--- src/rtl/nvram_pkg.sv ---
// Shared types and default constants for the NVRAM upload responder.
package nvram_pkg;

    typedef enum logic [1:0] {
        IDLE,
        QUIESCE,
        READY,
        FETCH
    } state_t;

    // Byte returned for any offset outside the uploaded image
    localparam logic [7:0] OOR_FILL = 8'hFF;

    localparam int          IOCTL_AW         = 25;
    localparam int          DEF_RAM_AW       = 10;
    localparam logic [9:0]  DEF_BASE_ADDR    = 10'h01D;
    localparam int          DEF_LENGTH       = 64;
    localparam int          DEF_RAM_LATENCY  = 2;
    localparam int          DEF_PAUSE_CYCLES = 16;

    // Counter width large enough for both the quiesce and the latency counts
    function automatic int timer_width(input int a, input int b);
        return $clog2(((a > b) ? a : b) + 1);
    endfunction

endpackage

--- src/rtl/nvram_upload_ctrl_if.sv ---
// ioctl upload handshake plus the spare game-RAM read port.
// slave = the upload responder, master = hps_io/RAM side.
interface nvram_upload_ctrl_if
    import nvram_pkg::*;
#(
    parameter int RAM_AW = DEF_RAM_AW
);
    logic                ioctl_upload;
    logic                ioctl_rd;
    logic [IOCTL_AW-1:0] ioctl_addr;
    logic [7:0]          ioctl_din;
    logic                ioctl_wait;
    logic [RAM_AW-1:0]   ram_addr;
    logic                ram_rd;
    logic [7:0]          ram_dout;

    modport slave (
        input  ioctl_upload, ioctl_rd, ioctl_addr, ram_dout,
        output ioctl_din, ioctl_wait, ram_addr, ram_rd
    );

    modport master (
        output ioctl_upload, ioctl_rd, ioctl_addr, ram_dout,
        input  ioctl_din, ioctl_wait, ram_addr, ram_rd
    );
endinterface

--- src/rtl/nvram_fetch_timer.sv ---
// Loadable down-counter with zero flag; shared by the quiesce delay and
// the RAM read latency count (the two are never active at the same time).
module nvram_fetch_timer #(
    parameter int W = 8
) (
    input  logic         clk,
    input  logic         srst,
    input  logic         load,
    input  logic [W-1:0] load_val,
    input  logic         dec,
    output logic         zero
);
    logic [W-1:0] count_reg;

    // Load has priority; decrement saturates at zero
    always_ff @(posedge clk) begin
        if (srst) begin
            count_reg <= '0;
        end else if (load) begin
            count_reg <= load_val;
        end else if (dec && (count_reg != '0)) begin
            count_reg <= count_reg - 1'b1;
        end
    end

    assign zero = (count_reg == '0);

endmodule

--- src/rtl/nvram_upload_ctrl.sv ---
// HPS ioctl upload responder: pauses the game CPU, then answers each ioctl
// read with a byte from a window of game RAM. Offsets past the window
// return OOR_FILL.
// Optional: define NVRAM_UPLOAD_CHECKSUM_EN to append one extra byte at
// offset LENGTH holding the XOR of all bytes fetched in the session.
module nvram_upload_ctrl
    import nvram_pkg::*;
#(
    parameter int                RAM_AW       = DEF_RAM_AW,
    parameter logic [RAM_AW-1:0] BASE_ADDR    = RAM_AW'(DEF_BASE_ADDR),
    parameter int                LENGTH       = DEF_LENGTH,
    parameter int                RAM_LATENCY  = DEF_RAM_LATENCY,
    parameter int                PAUSE_CYCLES = DEF_PAUSE_CYCLES
) (
    input  logic               clk_25,
    input  logic               reset,
    nvram_upload_ctrl_if.slave bus,
    output logic               pause_cpu,
    output logic               busy
);
    localparam int                  TW    = timer_width(PAUSE_CYCLES, RAM_LATENCY);
    localparam logic [IOCTL_AW-1:0] LEN_A = IOCTL_AW'(LENGTH);

    state_t              state_reg;
    logic                upload_prev_reg;
    logic                pend_reg;
    logic [IOCTL_AW-1:0] pend_addr_reg;
    logic [7:0]          din_reg;
    logic                wait_reg;
    logic                pause_reg;
    logic                ram_rd_reg;
    logic [RAM_AW-1:0]   ram_addr_reg;
`ifdef NVRAM_UPLOAD_CHECKSUM_EN
    logic [7:0]          cks_reg;
`endif

    logic                start;
    logic                abort;
    logic                svc;
    logic                in_range;
    logic [IOCTL_AW-1:0] svc_addr;
    logic [7:0]          oor_data;
    logic                tmr_load;
    logic                tmr_dec;
    logic [TW-1:0]       tmr_val;
    logic                tmr_zero;

    // Request decode; a read latched during QUIESCE is served the moment the count ends
    always_comb begin
        start    = (state_reg == IDLE) && bus.ioctl_upload && !upload_prev_reg;
        abort    = (state_reg != IDLE) && !bus.ioctl_upload;
        svc_addr = pend_reg ? pend_addr_reg : bus.ioctl_addr;
        svc      = !abort &&
                   (((state_reg == READY) && bus.ioctl_rd) ||
                    ((state_reg == QUIESCE) && tmr_zero && (pend_reg || bus.ioctl_rd)));
        in_range = (svc_addr < LEN_A);
`ifdef NVRAM_UPLOAD_CHECKSUM_EN
        oor_data = (svc_addr == LEN_A) ? cks_reg : OOR_FILL;
`else
        oor_data = OOR_FILL;
`endif
        tmr_load = start || (svc && in_range);
        tmr_val  = start ? TW'(PAUSE_CYCLES - 1) : TW'(RAM_LATENCY);
        tmr_dec  = (state_reg == QUIESCE) || (state_reg == FETCH);
    end

    nvram_fetch_timer #(.W(TW)) u_timer (
        .clk      (clk_25),
        .srst     (reset),
        .load     (tmr_load),
        .load_val (tmr_val),
        .dec      (tmr_dec),
        .zero     (tmr_zero)
    );

    // Session FSM with registered outputs; dropping ioctl_upload wins over everything
    always_ff @(posedge clk_25) begin
        // Tracked through reset so an upload held high across reset does not restart
        upload_prev_reg <= bus.ioctl_upload;
        if (reset) begin
            state_reg     <= IDLE;
            pend_reg      <= 1'b0;
            pend_addr_reg <= '0;
            din_reg       <= 8'h00;
            wait_reg      <= 1'b0;
            pause_reg     <= 1'b0;
            ram_rd_reg    <= 1'b0;
            ram_addr_reg  <= '0;
`ifdef NVRAM_UPLOAD_CHECKSUM_EN
            cks_reg       <= 8'h00;
`endif
        end else begin
            ram_rd_reg <= 1'b0;
            if (abort) begin
                state_reg <= IDLE;
                wait_reg  <= 1'b0;
                pause_reg <= 1'b0;
                pend_reg  <= 1'b0;
            end else begin
                case (state_reg)
                    IDLE: begin
                        if (start) begin
                            pause_reg <= 1'b1;
                            wait_reg  <= 1'b1;
                            pend_reg  <= 1'b0;
`ifdef NVRAM_UPLOAD_CHECKSUM_EN
                            cks_reg   <= 8'h00;
`endif
                            state_reg <= QUIESCE;
                        end
                    end
                    QUIESCE: begin
                        if (bus.ioctl_rd && !pend_reg) begin
                            pend_reg      <= 1'b1;
                            pend_addr_reg <= bus.ioctl_addr;
                        end
                        if (tmr_zero) begin
                            wait_reg  <= 1'b0;
                            pend_reg  <= 1'b0;
                            state_reg <= READY;
                        end
                    end
                    READY: begin
                    end
                    FETCH: begin
                        if (tmr_zero) begin
                            din_reg   <= bus.ram_dout;
                            wait_reg  <= 1'b0;
`ifdef NVRAM_UPLOAD_CHECKSUM_EN
                            cks_reg   <= cks_reg ^ bus.ram_dout;
`endif
                            state_reg <= READY;
                        end
                    end
                    default: state_reg <= IDLE;
                endcase
                if (svc) begin
                    if (in_range) begin
                        wait_reg     <= 1'b1;
                        ram_addr_reg <= BASE_ADDR + svc_addr[RAM_AW-1:0];
                        ram_rd_reg   <= 1'b1;
                        state_reg    <= FETCH;
                    end else begin
                        din_reg      <= oor_data;
                        wait_reg     <= 1'b0;
                        state_reg    <= READY;
                    end
                end
            end
        end
    end

    assign bus.ioctl_din  = din_reg;
    assign bus.ioctl_wait = wait_reg;
    assign bus.ram_addr   = ram_addr_reg;
    assign bus.ram_rd     = ram_rd_reg;
    assign pause_cpu      = pause_reg;
    assign busy           = (state_reg != IDLE);

endmodule

--- src/flat_wrapper.sv ---
// flat-port wrapper written by rule: the top's interface ports become plain ports
module nvram_upload_ctrl_flat import nvram_pkg::*;
#(
    parameter int                RAM_AW       = DEF_RAM_AW,
    parameter logic [RAM_AW-1:0] BASE_ADDR    = RAM_AW'(DEF_BASE_ADDR),
    parameter int                LENGTH       = DEF_LENGTH,
    parameter int                RAM_LATENCY  = DEF_RAM_LATENCY,
    parameter int                PAUSE_CYCLES = DEF_PAUSE_CYCLES
)
  (clk_25, reset, pause_cpu, busy, bus_ioctl_upload, bus_ioctl_rd, bus_ioctl_addr, bus_ram_dout, bus_ioctl_din, bus_ioctl_wait, bus_ram_addr, bus_ram_rd);
  nvram_upload_ctrl_if #(.RAM_AW(RAM_AW)) bus_i ();
  input  logic clk_25;
  input  logic reset;
  output logic pause_cpu;
  output logic busy;
  input wire logic [$bits(bus_i.ioctl_upload)-1:0] bus_ioctl_upload;
  input wire logic [$bits(bus_i.ioctl_rd)-1:0] bus_ioctl_rd;
  input wire logic [$bits(bus_i.ioctl_addr)-1:0] bus_ioctl_addr;
  input wire logic [$bits(bus_i.ram_dout)-1:0] bus_ram_dout;
  output wire logic [$bits(bus_i.ioctl_din)-1:0] bus_ioctl_din;
  output wire logic [$bits(bus_i.ioctl_wait)-1:0] bus_ioctl_wait;
  output wire logic [$bits(bus_i.ram_addr)-1:0] bus_ram_addr;
  output wire logic [$bits(bus_i.ram_rd)-1:0] bus_ram_rd;
  assign bus_i.ioctl_upload = bus_ioctl_upload;
  assign bus_i.ioctl_rd = bus_ioctl_rd;
  assign bus_i.ioctl_addr = bus_ioctl_addr;
  assign bus_i.ram_dout = bus_ram_dout;
  assign bus_ioctl_din = bus_i.ioctl_din;
  assign bus_ioctl_wait = bus_i.ioctl_wait;
  assign bus_ram_addr = bus_i.ram_addr;
  assign bus_ram_rd = bus_i.ram_rd;
  nvram_upload_ctrl #(.RAM_AW(RAM_AW), .BASE_ADDR(BASE_ADDR), .LENGTH(LENGTH), .RAM_LATENCY(RAM_LATENCY), .PAUSE_CYCLES(PAUSE_CYCLES)) u_core (.clk_25(clk_25), .reset(reset), .bus(bus_i), .pause_cpu(pause_cpu), .busy(busy));
endmodule
--- config.mk ---
export PLATFORM = sky130hd
export DESIGN_NAME = nvram_upload_ctrl_flat
export DESIGN_NICKNAME = d
export VERILOG_FILES = /design/src/rtl/nvram_pkg.sv /design/src/rtl/nvram_upload_ctrl_if.sv /design/src/rtl/nvram_fetch_timer.sv /design/src/rtl/nvram_upload_ctrl.sv /design/src/flat_wrapper.sv
export SDC_FILE = /design/constraint.sdc
export NUM_CORES = 1
export LEC_CHECK = 0
export CAP_MARGIN = 20
export CORE_ASPECT_RATIO = 1.4
export CORE_MARGIN = 4
export CORE_UTILIZATION = 44
export DETAILED_ROUTE_END_ITERATION = 6
export PLACE_DENSITY = 0.74
export SLEW_MARGIN = 20
export SYNTH_ARGS = -nofsm -noshare
export SYNTH_HDL_FRONTEND = slang
export SYNTH_SLANG_ARGS = --single-unit
--- constraint.sdc ---
create_clock -name clk_25 -period 2.3 [get_ports clk_25]
set_clock_uncertainty 0.15 [all_clocks]
set_input_delay 0.23 -clock clk_25 [delete_from_list [all_inputs] [get_ports clk_25]]
set_output_delay 0.23 -clock clk_25 [all_outputs]
set_load 0.02 [all_outputs]
# Word level (Yosys, flattened, before mapping)
# Cells that the tools add are included.
[classes] n_div=0 order_cmp=1 muxes=22 n_reduce_logical=33 eq_ne=7 add_sub_neg=2 shift=0 bitwise=2 mul=0
[op_table] operator="2-to-1 mux 8 bit" n=4
[op_table] operator="less-than comparator 25 x 7 -> 1 bit, second input constant" n=1
[op_table] operator="2-to-1 mux 25 bit" n=1
[op_table] operator="AND reduction 3 bit" n=4
[op_table] operator="adder 5 x 10 -> 10 bit, first input constant" n=1
[op_table] operator="logical AND 1 bit" n=10
[op_table] operator="2-to-1 mux 5 bit" n=2
[op_table] operator="2-to-1 mux 1 bit" n=8
[op_table] operator="2-to-1 mux 2 bit" n=3
[op_table] operator="!= test 3 x 1 -> 1 bit, second input constant" n=2
[op_table] operator="nonzero test 2 bit" n=3
[op_table] operator="logical NOT 5 bit" n=1
[op_table] operator="nonzero test 5 bit" n=1
[op_table] operator="subtractor 5 x 1 -> 5 bit, second input constant" n=1
[op_table] operator="equality test 2 bit, second input constant" n=2
[op_table] operator="logical NOT 1 bit" n=4
[op_table] operator="logical OR 1 bit" n=4
[op_table] operator="2-to-1 mux 4 bit" n=1
[op_table] operator="one-hot mux 1 bit (2 select lines)" n=2
[op_table] operator="one-hot mux 2 bit (2 select lines)" n=1
[op_table] operator="OR reduction 2 bit" n=2
[op_table] operator="!= test 3 x 2 -> 1 bit, second input constant" n=1
[op_table] operator="nonzero test 3 bit" n=1
[op_table] operator="OR reduction 3 bit" n=1
[op_table] operator="5 further kinds" n=6
[word_totals] n_memories=0 mem_bits_ro=0 mem_bits_rw=0 output_inout_bits=22 inputBits=37 latch_bits=0 regBits=55 wordCells=77

# Depth between registers and ports, before layout
[logic_depth] depth_word=8 mapped_depth=9 ltp_nobuf=7

# Modules after synthesis
# Synthesis repeated with hierarchy kept, for this count alone.
[hier_totals] hier_cells=297 hier_area_um2=2482.4
[modules_own_cells] mod="nvram_upload_ctrl" cells_each=260 instances=1 area_each_um2=2155.8 seq_area_each_um2=980.9
[modules_own_cells] mod="nvram_fetch_timer" cells_each=37 instances=1 area_each_um2=326.6 seq_area_each_um2=100.1

# Worst setup path after synthesis
# OpenSTA, ideal clock, no wires.
[synth_timing] path_kind="register to register" from="reg u_core.pend_reg" to="reg u_core.ram_addr_reg[6] (netlist: u_core.bus.ram_addr[6])" path_stages_with_launch=10 period_less_slack_ps=2526 path_buffers=2 setup_ps=132 required_ps=2018 path_slack_ps=-226 arrival_time_ps=2243 cell_sequence="dfxtp_1 buf_2 buf_1 mux2_2 ha_1 nor4b_1 or4_1 nand4_1 nand4_1 a21oi_1"
[synth_via] elab_chain_cells=5 elab_cells_between_ends=8 classes_between="add/sub (1); order compare (1); mux (1); reduce/logical (5)"
[synth_lines] item="start, declared" line="nvram_upload_ctrl.sv:26" source="logic pend_reg;"
[synth_lines] item="start signal, assigned" line="nvram_upload_ctrl.sv:82" source="pend_reg <= 1'b0;"
[synth_lines] item="start signal, assigned" line="nvram_upload_ctrl.sv:98" source="pend_reg <= 1'b0;"
[synth_lines] item="start signal, assigned" line="nvram_upload_ctrl.sv:105" source="pend_reg <= 1'b0;"
[synth_lines] item="branches (longest 5 deep; another with less-than comparator 25 x 7 -> 1 bit)"
[synth_lines] item="end signal, assigned" line="nvram_upload_ctrl.sv:140" source="ram_addr_reg <= BASE_ADDR + svc_addr[RAM_AW-1:0];"
[synth_lines] item="end, declared" line="nvram_upload_ctrl.sv:32" source="logic [RAM_AW-1:0] ram_addr_reg;"
# Several ways; the timed one is not identified.
# A chain may end at the register's enable or synchronous reset.

# Worst setup path in the final report
# Same ends and word-level chain as after synthesis.

==> flow_summary.toml <==
[placed_design]
place_congestion = 0.771
portBuffers = 58
dp_hpwl_um = 4340

[grt]
antenna_found_initial = 0
grt.overflow.total = 0
grt_pass1_vias = 2102
grt_max_degree = 26
grt_pass1_wl_um = 9020
grt_usage_pct = 16.6

[pwr]
p_leak_nw = 1.23
power.internal_mw = 1.43
power.share.switching_pct = 22.8
switchingPower_mw = 0.421
power_frac_comb_pct = 14.1
p_clk_share_pct = 33.1
ir_drop_v = 0.000290
pwr-share-seq_pct = 52.7
power.density_nw_per_um2 = 561
finalPower_mw = 1.85

[synth]
yosys.area.top_type_share_pct = 45.0
yosys_warnings = 0
synth.avg_cell_area_um2 = 8.61
synth_top_area_cell = "dfxtp_1"
synthAdderAreaFrac_pct = 1.56
synth_compound_area_share_pct = 17.5
yosysMostFrequentCell = "nand2_1"
syn_area_um2 = 2400
async_flop_share_pct = 0
synth_cell_types = 49
synthMuxAreaShare_pct = 7.03
synth-xor-area-share_pct = 2.55
synth_top_family_by_area = "simple AND/OR/NAND/NOR gates"
synth_edf_count = 0
synthTopCellsByArea = "dfxtp_1 (45%), nand2_1 (9.4%), a21oi_1 (9.0%), mux2i_1 (5.0%), clkbuf_1 (2.0%)"
syn_nets = 319
seq_area_frac_synth_pct = 45.0
synth_flop_cell = "dfxtp_1"
synth_cells = 279
synth_simple_gate_area_share_pct = 23.5
synth_seq_cells = 54
synth_common_cells = "nand2_1 (60), dfxtp_1 (54), a21oi_1 (43)"

[detailed_routing]
drt-initial-drc-count = 95
detail-route-antenna-nets = 0
vias = 2208
wire_per_inst_um = 13.3
vias_per_cell = 5.28
drc = 0
dr.pass1.iters = 4
totalWireLength_um = 5540

[clock_network]
post-cts-setup-buffers = 0
clk_latency_ns = 0.30
clkTransAtPathRegs_ns = 0.09
ctsRootBufferMaster = "clkbuf_8"
tritoncts = "yes"
ctsHoldBuffers = 0
cts_htree_levels = 2
cts_inserted_buffers = 5
clock_sinks = 54
cts_buffer_depth = 2

[outcome]
status = "finished clean"

[timing]
timing.final.crit_period_ns = 2.12
tns_ns = 0
max_freq_ghz = 0.473
hold_violations = 0
relSlewSlack_pct = 69.1
setup_viol = 0
fin_crit_sh_pct = 92.0
worstMarginPinSlew_ns = 0.463
rsz0062_at_grt = "false"
maxSlewViolCount = 0

[setup_path]
worst_r2r_endpoint = "u_core.bus.ram_addr[6]"
crit_type = "flop to flop"
cp-end-kind = "flop"
worstPathArrival_ns = 2.14
cp_max_fo = 12
r2r-start = "u_core.pend_reg"
r2r_cells = 7
rrSetupSlack_ns = 0.18
critPathRequiredTime_ns = 2.33
start_kind = "flop"

[floorplanning]
coreArea_um2 = 5240
die_width_um = 70.5
die-area_um2 = 6730
start_util_pct = 45.9
dieHeight_um = 95.5
rows = 31
pin_count = 59

[hold_path]
min_to = "u_core.pend_addr_reg[23]"
hp-start = "u_core.pend_addr_reg[23]"
holdPathStages = 2
hp-class = "flop to flop"

[cells_and_area]
nets = 391
area_growth_pct = 37.1
drive_above_1_share_pct = 11.6
final_util_pct = 62.9
diodes = 0
largest_reg_flops = 25

[flow_run]
drv_cap = 0
power groups by stage:
stage	clock [mW]	sequential, mW	combinational (mW)
floorplan	0	0.999	0.128
global placement	0	0.995	0.258
detailed placement	0	0.996	0.262
CTS	0.632	0.974	0.264
global route	0.655	0.978	0.286
finish	0.612	0.974	0.261
per-layer routing:
| metal | part of all wire, % | vias up | global-route usage (%) |
|---|---|---|---|
| met5 | 0 | - | 0 |
| met4 | 2.6 | 0 | 7.83 |
| li1 | - | 1139 | - |
| met1 | 40 | 1010 | 17.3 |
| met2 | 54 | 47 | 32.0 |
| met3 | 3.6 | 12 | 2.85 |
worst max-delay path, stage by stage (launching register included):
cell and delay (ns):
dfxtp_2 0.48, mux2_2 0.40, ha_1 0.24, nor4b_2 0.31, or4_1 0.16, nand4_1 0.09
nand4_1 0.10, a21oi_1 0.07
final cells by class:
cell class,instances,area (um^2)
Timing Repair Buffer,80,746
Fill cell,485,1940
Multi-Input combinational cell,207,1270
Sequential cell,54,1080
Clock inverter,1,30.0
Tap cell,66,82.6
Clock buffer,7,76.3
Inverter,3,11.3
placed cells by master, fill, tap and decap left out, types with 4 or more instances in the layout:
cell and n:
xnor2_1 4, mux2i_1 12, buf_4 22, nand2_1 60
dfxtp_1 53, o22ai_1 5, nor2_1 10, clkdlybuf4s50_1 58
nor4_1 5, a21oi_1 43, a211oi_1 4, clkbuf_8 5
nand4_1 4
kinds of logic after synthesis:
| family | after synthesis |
|---|---|
| xor gates and xnor gates | 7 |
| DFF | 54 |
| and+or+nand+nor | 111 |
| AOI/OAI and AO/OA | 70 |
| buffers and inverters | 18 |
| adders and majority gates | 3 |
| muxes | 16 |
timing repair:
item	4_1_cts	5_1_grt
setup endpoints to repair	0	20
gates resized for setup	0	2
hold endpoints to repair	0	0
per-stage QoR:
| stage | cell area [um^2] | setup slack (ns) | instances | hold WS (ns) |
|---|---|---|---|---|
| detailed placement | 3190 | -0.0157 | 410 | 0.296 |
| finish | 3290 | 0.184 | 418 | 0.304 |
| CTS | 3290 | 0.0198 | 418 | 0.309 |
| global route | 3290 | 0.0192 | 418 | 0.326 |
| global placement | 3190 | 0.0188 | 410 | 0.288 |
| floorplan | 2420 | 0.0290 | 279 | 0.108 |
how the worst max path moves through the flow:
stage | depth (start not counted) | start | end
detailed placement | 8 | bus_ioctl_addr[18] | u_core.bus.ioctl_din[6]
floorplan | 9 | u_core.pend_reg | u_core.bus.ram_addr[6]
finish | 7 | u_core.pend_reg | u_core.bus.ram_addr[6]
global route | 7 | u_core.pend_reg | u_core.bus.ram_addr[4]
CTS | 7 | u_core.pend_reg | u_core.bus.ram_addr[4]
global placement | 7 | bus_ioctl_addr[18] | u_core.bus.ram_addr[6]
Note: power is estimated with default switching activity, not from simulation.
